==> config.mk <==
export PLATFORM = sky130hd
export DESIGN_NAME = matmul_scheduler
export DESIGN_NICKNAME = d
export VERILOG_FILES = /design/src/rtl/matmul_pkg.sv /design/src/rtl/matmul_mac_acc.sv /design/src/rtl/matmul_scheduler.sv
export SDC_FILE = /design/constraint.sdc
export NUM_CORES = 1
export LEC_CHECK = 0
export BUFFER_PORTS_ARGS = -buffer_cell sky130_fd_sc_hd__buf_2
export CORE_MARGIN = 2
export CORE_UTILIZATION = 40
export DETAILED_ROUTE_END_ITERATION = 6
export PLACE_DENSITY = 0.55
export SETUP_SLACK_MARGIN = 0.4
export SLEW_MARGIN = 40
export SYNTH_ARGS = -nofsm -noshare
export SYNTH_HDL_FRONTEND = slang
export SYNTH_SLANG_ARGS = --single-unit
==> constraint.sdc <==
create_clock -name clk -period 13.97 [get_ports clk]
set_clock_uncertainty 0.2 [all_clocks]
set_input_delay 2.794 -clock clk [delete_from_list [all_inputs] [get_ports clk]]
set_output_delay 2.794 -clock clk [all_outputs]
set_load 0.03 [all_outputs]
==> src/rtl/matmul_pkg.sv <==
// Shared types and helpers for the matrix-multiply scheduler.
// Latency: none (declarations only).
// Backpressure: not applicable.
package matmul_pkg;

    typedef enum logic [1:0] {
        IDLE  = 2'd0,
        RUN   = 2'd1,
        DRAIN = 2'd2,
        WRITE = 2'd3
    } state_e;

    localparam int DW_DEFAULT   = 16;
    localparam int ACCW_DEFAULT = 32;

    // Linear address of element (major, minor) in an n-wide array.
    // A uses (row, k), B uses (col, k) since it is stored column-major, C uses (row, col).
    function automatic int unsigned lin_addr(input int unsigned major,
                                             input int unsigned minor,
                                             input int unsigned n);
        return major * n + minor;
    endfunction

endpackage

==> src/rtl/matmul_mac_acc.sv <==
// Registered multiply-accumulate: acc <= acc + a*b when enabled; clr has priority.
// Latency: 1 cycle from en to updated acc.
// Backpressure: none; the caller gates en.
module matmul_mac_acc
    import matmul_pkg::*;
#(
    parameter int DW   = DW_DEFAULT,
    parameter int ACCW = ACCW_DEFAULT
) (
    input  logic            clk,
    input  logic            rst,
    input  logic            clr_i,
    input  logic            en_i,
    input  logic [DW-1:0]   a_i,
    input  logic [DW-1:0]   b_i,
    output logic [ACCW-1:0] acc_o
);

    logic [2*DW-1:0] prod;
    logic [ACCW-1:0] prod_acc;
    logic [ACCW-1:0] acc_q;
    logic [ACCW-1:0] acc_d;

    // Full-width product, resized to the accumulator width; the add wraps.
    always_comb begin
        prod     = {{DW{1'b0}}, a_i} * {{DW{1'b0}}, b_i};
        prod_acc = ACCW'(prod);
        acc_d    = acc_q;
        if (clr_i) begin
            acc_d = '0;
        end else if (en_i) begin
            acc_d = acc_q + prod_acc;
        end
    end

    // Accumulator register.
    always_ff @(posedge clk) begin
        if (rst) begin
            acc_q <= '0;
        end else begin
            acc_q <= acc_d;
        end
    end

    assign acc_o = acc_q;

endmodule

==> src/rtl/matmul_scheduler.sv <==
// Sequences C = A x B over one MAC lane, walking i (row), j (col), k (dot index).
// Latency: N+2 cycles per result with res_ready high; done at N*N*(N+2)+1 after start.
// Backpressure: res_ready low holds the FSM in WRITE with result stable and no reads issued.
module matmul_scheduler
    import matmul_pkg::*;
#(
    parameter int N    = 128,
    parameter int DW   = DW_DEFAULT,
    parameter int ACCW = ACCW_DEFAULT,
    parameter int AW   = $clog2(N*N)
) (
    input  logic            clk,
    input  logic            rst,
    input  logic            start,
    input  logic            abort,
    output logic            busy,
    output logic            done,
    output logic            rd_en,
    output logic [AW-1:0]   a_addr,
    output logic [AW-1:0]   b_addr,
    input  logic [DW-1:0]   a_rdata,
    input  logic [DW-1:0]   b_rdata,
    output logic            res_valid,
    input  logic            res_ready,
    output logic [AW-1:0]   res_addr,
    output logic [ACCW-1:0] res_data
);

    localparam int            CW   = $clog2(N);
    localparam logic [CW-1:0] LAST = CW'(N-1);

    state_e          state_q, state_d;
    logic [CW-1:0]   i_q, i_d, j_q, j_d, k_q, k_d;
    logic            rd_en_q;
    logic            done_q, done_d;
    logic            hs, last_elem, acc_clr;
    logic [ACCW-1:0] acc;

    assign hs        = (state_q == WRITE) && res_ready;
    assign last_elem = (i_q == LAST) && (j_q == LAST);

    // The accumulator restarts on a new job, after each non-final result, or on abort.
    assign acc_clr = abort || ((state_q == IDLE) && start) || (hs && !last_elem);
    assign done_d  = hs && last_elem && !abort;

    matmul_mac_acc #(
        .DW   (DW),
        .ACCW (ACCW)
    ) u_mac (
        .clk   (clk),
        .rst   (rst),
        .clr_i (acc_clr),
        .en_i  (rd_en_q),
        .a_i   (a_rdata),
        .b_i   (b_rdata),
        .acc_o (acc)
    );

    // State register.
    always_ff @(posedge clk) begin
        if (rst) begin
            state_q <= IDLE;
        end else begin
            state_q <= state_d;
        end
    end

    // Next-state logic; abort overrides everything, including a simultaneous start.
    always_comb begin
        state_d = state_q;
        if (abort) begin
            state_d = IDLE;
        end else begin
            case (state_q)
                IDLE:    if (start) state_d = RUN;
                RUN:     if (k_q == LAST) state_d = DRAIN;
                DRAIN:   state_d = WRITE;
                WRITE:   if (res_ready) state_d = last_elem ? IDLE : RUN;
                default: state_d = IDLE;
            endcase
        end
    end

    // Outputs decoded from state; addresses and result are zero outside their phases.
    always_comb begin
        busy      = (state_q != IDLE);
        done      = done_q;
        rd_en     = 1'b0;
        res_valid = 1'b0;
        a_addr    = '0;
        b_addr    = '0;
        res_addr  = '0;
        res_data  = '0;
        case (state_q)
            RUN: begin
                rd_en  = 1'b1;
                a_addr = AW'(lin_addr(32'(i_q), 32'(k_q), N));
                b_addr = AW'(lin_addr(32'(j_q), 32'(k_q), N));
            end
            WRITE: begin
                res_valid = 1'b1;
                res_addr  = AW'(lin_addr(32'(i_q), 32'(j_q), N));
                res_data  = acc;
            end
            default: ;
        endcase
    end

    // Index counters: k steps each RUN cycle, (i,j) advance on each non-final handshake.
    always_comb begin
        i_d = i_q;
        j_d = j_q;
        k_d = k_q;
        if (abort) begin
            i_d = '0;
            j_d = '0;
            k_d = '0;
        end else begin
            case (state_q)
                IDLE: begin
                    if (start) begin
                        i_d = '0;
                        j_d = '0;
                        k_d = '0;
                    end
                end
                RUN: k_d = (k_q == LAST) ? '0 : k_q + CW'(1);
                WRITE: begin
                    if (res_ready && !last_elem) begin
                        if (j_q == LAST) begin
                            j_d = '0;
                            i_d = i_q + CW'(1);
                        end else begin
                            j_d = j_q + CW'(1);
                        end
                    end
                end
                default: ;
            endcase
        end
    end

    // Counter, read-pipeline and done registers; abort drops any in-flight accumulate.
    always_ff @(posedge clk) begin
        if (rst) begin
            i_q     <= '0;
            j_q     <= '0;
            k_q     <= '0;
            rd_en_q <= 1'b0;
            done_q  <= 1'b0;
        end else begin
            i_q     <= i_d;
            j_q     <= j_d;
            k_q     <= k_d;
            rd_en_q <= rd_en && !abort;
            done_q  <= done_d;
        end
    end

endmodule

Word-level counts from Yosys, hierarchy flattened
Cells that the tools add are included.
Storage, ports and cells
  bits in registers: 57
  bits of input ports: 37
  word-level logic and storage cells: 68
  output and inout bits: 78
Operators by class
  reduce and logical (&&, ||, !) cells: 22
  multipliers: 1
  eq/ne operators: 11
  $add $sub $neg: 7
  mux-type cells: 20
Operators with widths (count)
  $add A14 B7 Y14: 3
  $mux W14: 3
  $mux W7: 6
  $pmux W7 S2: 3
  $add A32 B32 Y32: 1
  $mul A16 B16 Y32: 1
  $mux W32: 1
  $add A7 B1 Y7 const B: 3
  $eq A7 B7 Y1 const B: 3
  $logic_and A1 B1 Y1: 8
  $pmux W2 S4: 1
  $mux W2: 3
  $ne A2 B2 Y1 const B: 3
  $reduce_and A3 Y1: 2
  $reduce_bool A2 Y1: 3
  $eq A2 B2 Y1 const B: 2
  $ne A2 B1 Y1 const B: 2
  $reduce_and A4 Y1: 1
  $reduce_or A2 Y1: 2
  $mux W1: 3
  $eq A2 B1 Y1 const B: 1
  $logic_not A1 Y1: 2
  $logic_not A2 Y1: 1
  $logic_or A1 B1 Y1: 2
  $reduce_and A2 Y1: 1

Longest topological paths before layout
  depth after elaboration: 6
  gate-level depth with buffers: 24

Cells and area by module
A second synthesis with hierarchy kept.
Second synthesis, totals
  cells, all modules: 1492
  area, all modules: 12473.2 sq um
Modules (own cells, without submodules)
  matmul_mac_acc: cells an instance 1251, times used 1, area each 10628.9 sq um
  matmul_scheduler: cells an instance 241, times used 1, area each 1844.3 sq um

Worst setup path before layout
Ideal clock, no wire load.
  path kind: input -> register
  start: input port b_rdata[1]
  end: register u_mac.acc_q[31], in the netlist u_mac.acc_o[31]
  stages on the path: 22
  required time: 13.698 ns
  setup slack: 5.557 ns
  arrival: 8.142 ns
  path through: clkbuf_1 nand2_1 fa_1 fa_1 inv_1 fa_1 inv_1 fa_1 inv_1 fa_1 inv_1 fa_1 inv_1 ha_1 and4_4 nand3_2 a21oi_2 nor3b_2 o41ai_4 mux2i_1 o21a_1 mux2i_1
On the way
  word-level cells in the longest chain between the ends: 2
Ends and longest elaborated chain
  start, declared: RTL line matmul_scheduler.sv:22  | input logic [DW-1:0] b_rdata,
  $mul A16 B16 Y32: RTL line matmul_mac_acc.sv:26  | prod = {{DW{1'b0}}, a_i} * {{DW{1'b0}}, b_i};
  $add A32 B32 Y32: RTL line matmul_mac_acc.sv:32  | acc_d = acc_q + prod_acc;
  end signal, assigned: RTL line matmul_mac_acc.sv:39  | acc_q <= '0;
  end signal, assigned: RTL line matmul_mac_acc.sv:41  | acc_q <= acc_d;
  end, declared: RTL line matmul_mac_acc.sv:21  | logic [ACCW-1:0] acc_q;
No other way between the ends.
A chain may end at the register's enable or synchronous reset.

Worst setup path after layout
  start: input port a_rdata[7]
  end: register u_mac.acc_q[30], in the netlist u_mac.acc_o[30]
On the way
  word-level cells in the longest chain between the ends: 2
Ends and longest elaborated chain
  start, declared: RTL line matmul_scheduler.sv:21  | input logic [DW-1:0] a_rdata,
  $mul A16 B16 Y32: RTL line matmul_mac_acc.sv:26
  $add A32 B32 Y32: RTL line matmul_mac_acc.sv:32
No other way between the ends.

==> run summary <==
The flow ran to the end, and the final reports show no timing, DRC or antenna violations. After synthesis, the share of flip-flops with an asynchronous set or reset is 0. After detailed routing, the number of vias per cell comes to 4.82. The die area is 0.0317 mm^2.

After global routing, the most crowded layer is met2. The final wirelength is 30,000 um. The total negative slack is 0 ps. The global-route met3 utilization is 0.0298. The buffer cell driving the clock tree root is sky130_fd_sc_hd__clkbuf_16. The fraction of the yosys area taken by sequential cells is 0.0941.

The number of buffers added to fix hold violations after cts came out at 0. At the worst endpoint, the arrival time is 8460 ps. Setup repair after global routing left no endpoint under its margin.

Entering global routing, the biggest net connects 38 pins. The wire length of the first global-routing pass came out at 50,800 um. The buffer levels on the longest clock path is 2. The startpoint-to-endpoint class of the critical path is input pin to register. The setup slack at placement came out at 5210 ps.

The weighted congestion at the end of routability-driven global placement came out at 0.825. The classification of the worst-slack hold path is register to register. The area growth from synthesis to layout came out at 9.49%. The clock latency reported for the late side of the worst-skew pair came out at 330 ps. Synthesis handed over a netlist of 1,425 instances. In the global route stage, met2 resource usage came out at 0.315. The vertical die dimension came out at 178 um. The minimum clock period is 8460 ps. The largest single stage delay on the critical path is 540 ps. Clock-pin slew was measured on the worst setup and hold paths at 60 ps. The dominant synthesized flop cell is sky130_fd_sc_hd__dfxtp_1. The remaining global-route overflow came out at 0. The number of synthesized register bits came out at 57. Synthesis produced a netlist with a net count of 1,793.

The routed layout has 9,091 vias. The final total power came out at 3.16 mW. The total area inside the core boundary comes to 0.0297 mm^2. The count of pins over their slew limit is 0. The leakage power summed over all cells came out at 6.77 nW.

The actual transition at the worst max-transition pin came out at 773 ps. The clock net in this run drives a total of 57 sinks. The H-tree was split into 3 levels. The number of I/O pins came out at 115.

The initial DRC count came out at 405. The worst setup path is launched from an input pin. In the global route stage, overall resource usage came out at 0.204.

Max-cap violations in this run came to 0. The average footprint of a synthesized cell is 8.51 um^2. The wire length per cell came out at 15.9 um. The final-report setup violation count is 0.

The mapped netlist covers 0.0121 mm^2. The post-route DRC violation count is 0. For this run, the detailed router's first-pass iteration total came to 7. 0 antenna diodes ended up in the layout.

The number of nets in the finished design came out at 1,860. For this design the total switching power over the nets is 1.73 mW. STA classifies the critical path endpoint as a register. The die extent in x is 178 um. The most frequent standard cell in the layout excluding fill and tap cells is sky130_fd_sc_hd__inv_1.

The total half-perimeter wirelength after legalization and detailed placement is 25,000 um. The total power density per cell area came out at 238 mW/mm^2. The count of input and output buffers came out at 114. The number of rows created at floorplan is 63.

In the layout the commonest cells are sky130_fd_sc_hd__inv_1, sky130_fd_sc_hd__fa_1, sky130_fd_sc_hd__nand2_1, sky130_fd_sc_hd__and2_1, sky130_fd_sc_hd__buf_2. The required time of the worst setup path came out at 13,970 ps. TritonCTS built the clock tree. The via count of the first global-routing pass came out at 9,340. The worst IR drop on VDD is 0.220 mV. The number of resized instances in the post-cts repair step came out at 0. The initial cell density of the core is 0.408. The number of synthesis warnings is 0. The filler cell count came out at 3,012.

The post-route fraction of the period consumed by the critical path came out at 0.606. The post-detailed-route count of antenna-violating nets is 0. The critical-path maximum fanout came out at 16.

The number of CTS-inserted buffers came out at 9. The critical path goes through buf_2, and2_1, fa_1, inv_1, fa_1, inv_1, fa_1, inv_1, fa_1, inv_1, fa_1, inv_1, fa_1, inv_1, ha_1, a21oi_1, o21ai_0, a31oi_2, o311ai_2, a211o_1, a31oi_1, xor2_1, o21ai_1. The number of antenna violations at the first check in global routing is 0. The switching share of power is 0.548. The maximum clock frequency is 118 MHz.

The internal power is 1.43 mW. The number of setup buffers added after CTS is 0. The number of failing hold endpoints at the final stage is 0.

Of the total power, registers draw 0.054. Of the total power, the clock network draws 0.078. In the global route stage, met1 resource usage came out at 0.307. In this run the tightest slew margin relative to its limit is 0.484. The fraction of layout instances using a drive strength above 1 came out at 0.0982. Among all stages on the critical path, the largest delay is contributed by sky130_fd_sc_hd__fa_1. The number of distinct library cell variants in the gate-level netlist after synthesis came out at 58.

The share of power burned in combinational logic came out at 0.868. The number of enable flip-flop cells after synthesis is 0. The least setup slack across all paths after layout came out at 5510 ps.
==> final timing paths <==
kind                                                    from                            to  slack, ps  cells past startpoint
worst max register to register   u_mac.acc_o[8]$_SDFFE_PP0P_  u_mac.acc_o[30]$_SDFFE_PP0P_       9060                     17
worst max-delay path                              a_rdata[7]  u_mac.acc_o[30]$_SDFFE_PP0P_       5510                     23
worst min-delay path            u_mac.acc_o[26]$_SDFFE_PP0P_  u_mac.acc_o[26]$_SDFFE_PP0P_        260                      2
worst min register to register  u_mac.acc_o[26]$_SDFFE_PP0P_  u_mac.acc_o[26]$_SDFFE_PP0P_        260                      2
==> cell type report <==
cell class,instances,area (um^2),area share
clock buffer,10,239,0.0180
inverter,316,1190,0.0893
tap,390,488,0.0367
clock inverter,6,90.1,0.00678
timing repair buffer,117,593,0.0447
sequential,57,1140,0.0859
multi-input combinational,991,9540,0.719
==> Yosys cell counts, types with 2 or more instances <==
library cell / number / area, um^2
sky130_fd_sc_hd__buf_2: 3 / 15.0
sky130_fd_sc_hd__xor2_1: 23 / 201
sky130_fd_sc_hd__or3_1: 2 / 12.5
sky130_fd_sc_hd__o31a_1: 2 / 17.5
sky130_fd_sc_hd__nand2b_1: 6 / 37.5
sky130_fd_sc_hd__and3_1: 9 / 56.3
sky130_fd_sc_hd__xnor2_1: 15 / 131
sky130_fd_sc_hd__o21a_1: 4 / 30.0
sky130_fd_sc_hd__o211ai_1: 5 / 37.5
sky130_fd_sc_hd__buf_1: 3 / 11.3
sky130_fd_sc_hd__a31oi_1: 6 / 37.5
sky130_fd_sc_hd__nand4b_1: 2 / 17.5
sky130_fd_sc_hd__and2_1: 168 / 1050
sky130_fd_sc_hd__o21bai_1: 3 / 22.5
sky130_fd_sc_hd__nor2b_1: 5 / 31.3
sky130_fd_sc_hd__a21o_1: 12 / 90.1
sky130_fd_sc_hd__nand3_1: 17 / 85.1
sky130_fd_sc_hd__dfxtp_1: 57 / 1140
sky130_fd_sc_hd__clkbuf_1: 48 / 180
sky130_fd_sc_hd__a32oi_1: 2 / 17.5
sky130_fd_sc_hd__inv_1: 315 / 1180
sky130_fd_sc_hd__mux2i_1: 22 / 220
sky130_fd_sc_hd__fa_1: 225 / 4500
sky130_fd_sc_hd__nand2_1: 183 / 687
sky130_fd_sc_hd__buf_4: 7 / 52.6
sky130_fd_sc_hd__a211oi_1: 4 / 30.0
sky130_fd_sc_hd__nand4_1: 7 / 43.8
sky130_fd_sc_hd__o21ai_0: 24 / 120
sky130_fd_sc_hd__o21ai_1: 6 / 30.0
sky130_fd_sc_hd__a21oi_1: 31 / 155
sky130_fd_sc_hd__nor3_1: 4 / 20.0
sky130_fd_sc_hd__a21oi_2: 2 / 17.5
sky130_fd_sc_hd__nor2_1: 73 / 274
sky130_fd_sc_hd__ha_1: 106 / 1330
==> critical path, delay by kind of cell <==
kind,cells,cell delay [ps]
and+or+nand+nor,1,230
xor gates and xnor gates,1,160
adders and majority gates,7,3360
AOI/OAI and AO/OA,7,1380
buffers and inverters,7,540
==> through the flow <==
step / cell area, um^2 / utilization / std cells / hold WS, ps
2_1_floorplan: 12100 / - / 1425 / 225
3_3_place_gp: 13000 / 0.436 / 1871 / 245
3_5_place_dp: 13000 / 0.436 / 1871 / 250
4_1_cts: 13300 / 0.447 / 1887 / 258
5_1_grt: 13300 / 0.447 / 1887 / 279
6_report: 13300 / 0.447 / 1887 / 257
==> logic make-up after synthesis <==
logic type	after synthesis	share of synthesized area
simple gates	486	0.198
buf+inv	377	0.119
fa+ha+maj	331	0.481
compound gates	113	0.0619
flops	57	0.0941
xor+xnor	38	0.0274
mux	23	0.0191
==> per-layer routing <==
| layer | up-vias | wire length, um |
|---|---|---|
| met5 | - | 0 |
| met4 | 0 | 240 |
| met3 | 16 | 1580 |
| met2 | 205 | 13100 |
| met1 | 4477 | 15100 |
| li1 | 4393 | - |
==> registers in the layout, indices dropped and copies added (netlist names) <==
name         count
u_mac.acc_o     32
i_q              7
j_q              7
k_q              7
state_q          2
done             1
rd_en_q          1
==> power by group through the flow <==
stage                     sequential [mW]  clock, mW  combinational [mW]
final                               0.169      0.246                2.74
after global routing                0.170      0.258                3.12
after CTS                           0.170      0.251                2.74
after detailed placement            0.173          0                2.70
after global placement              0.173          0                2.72
after floorplan                     0.171          0                2.10
(Power assumes the default switching activity.)
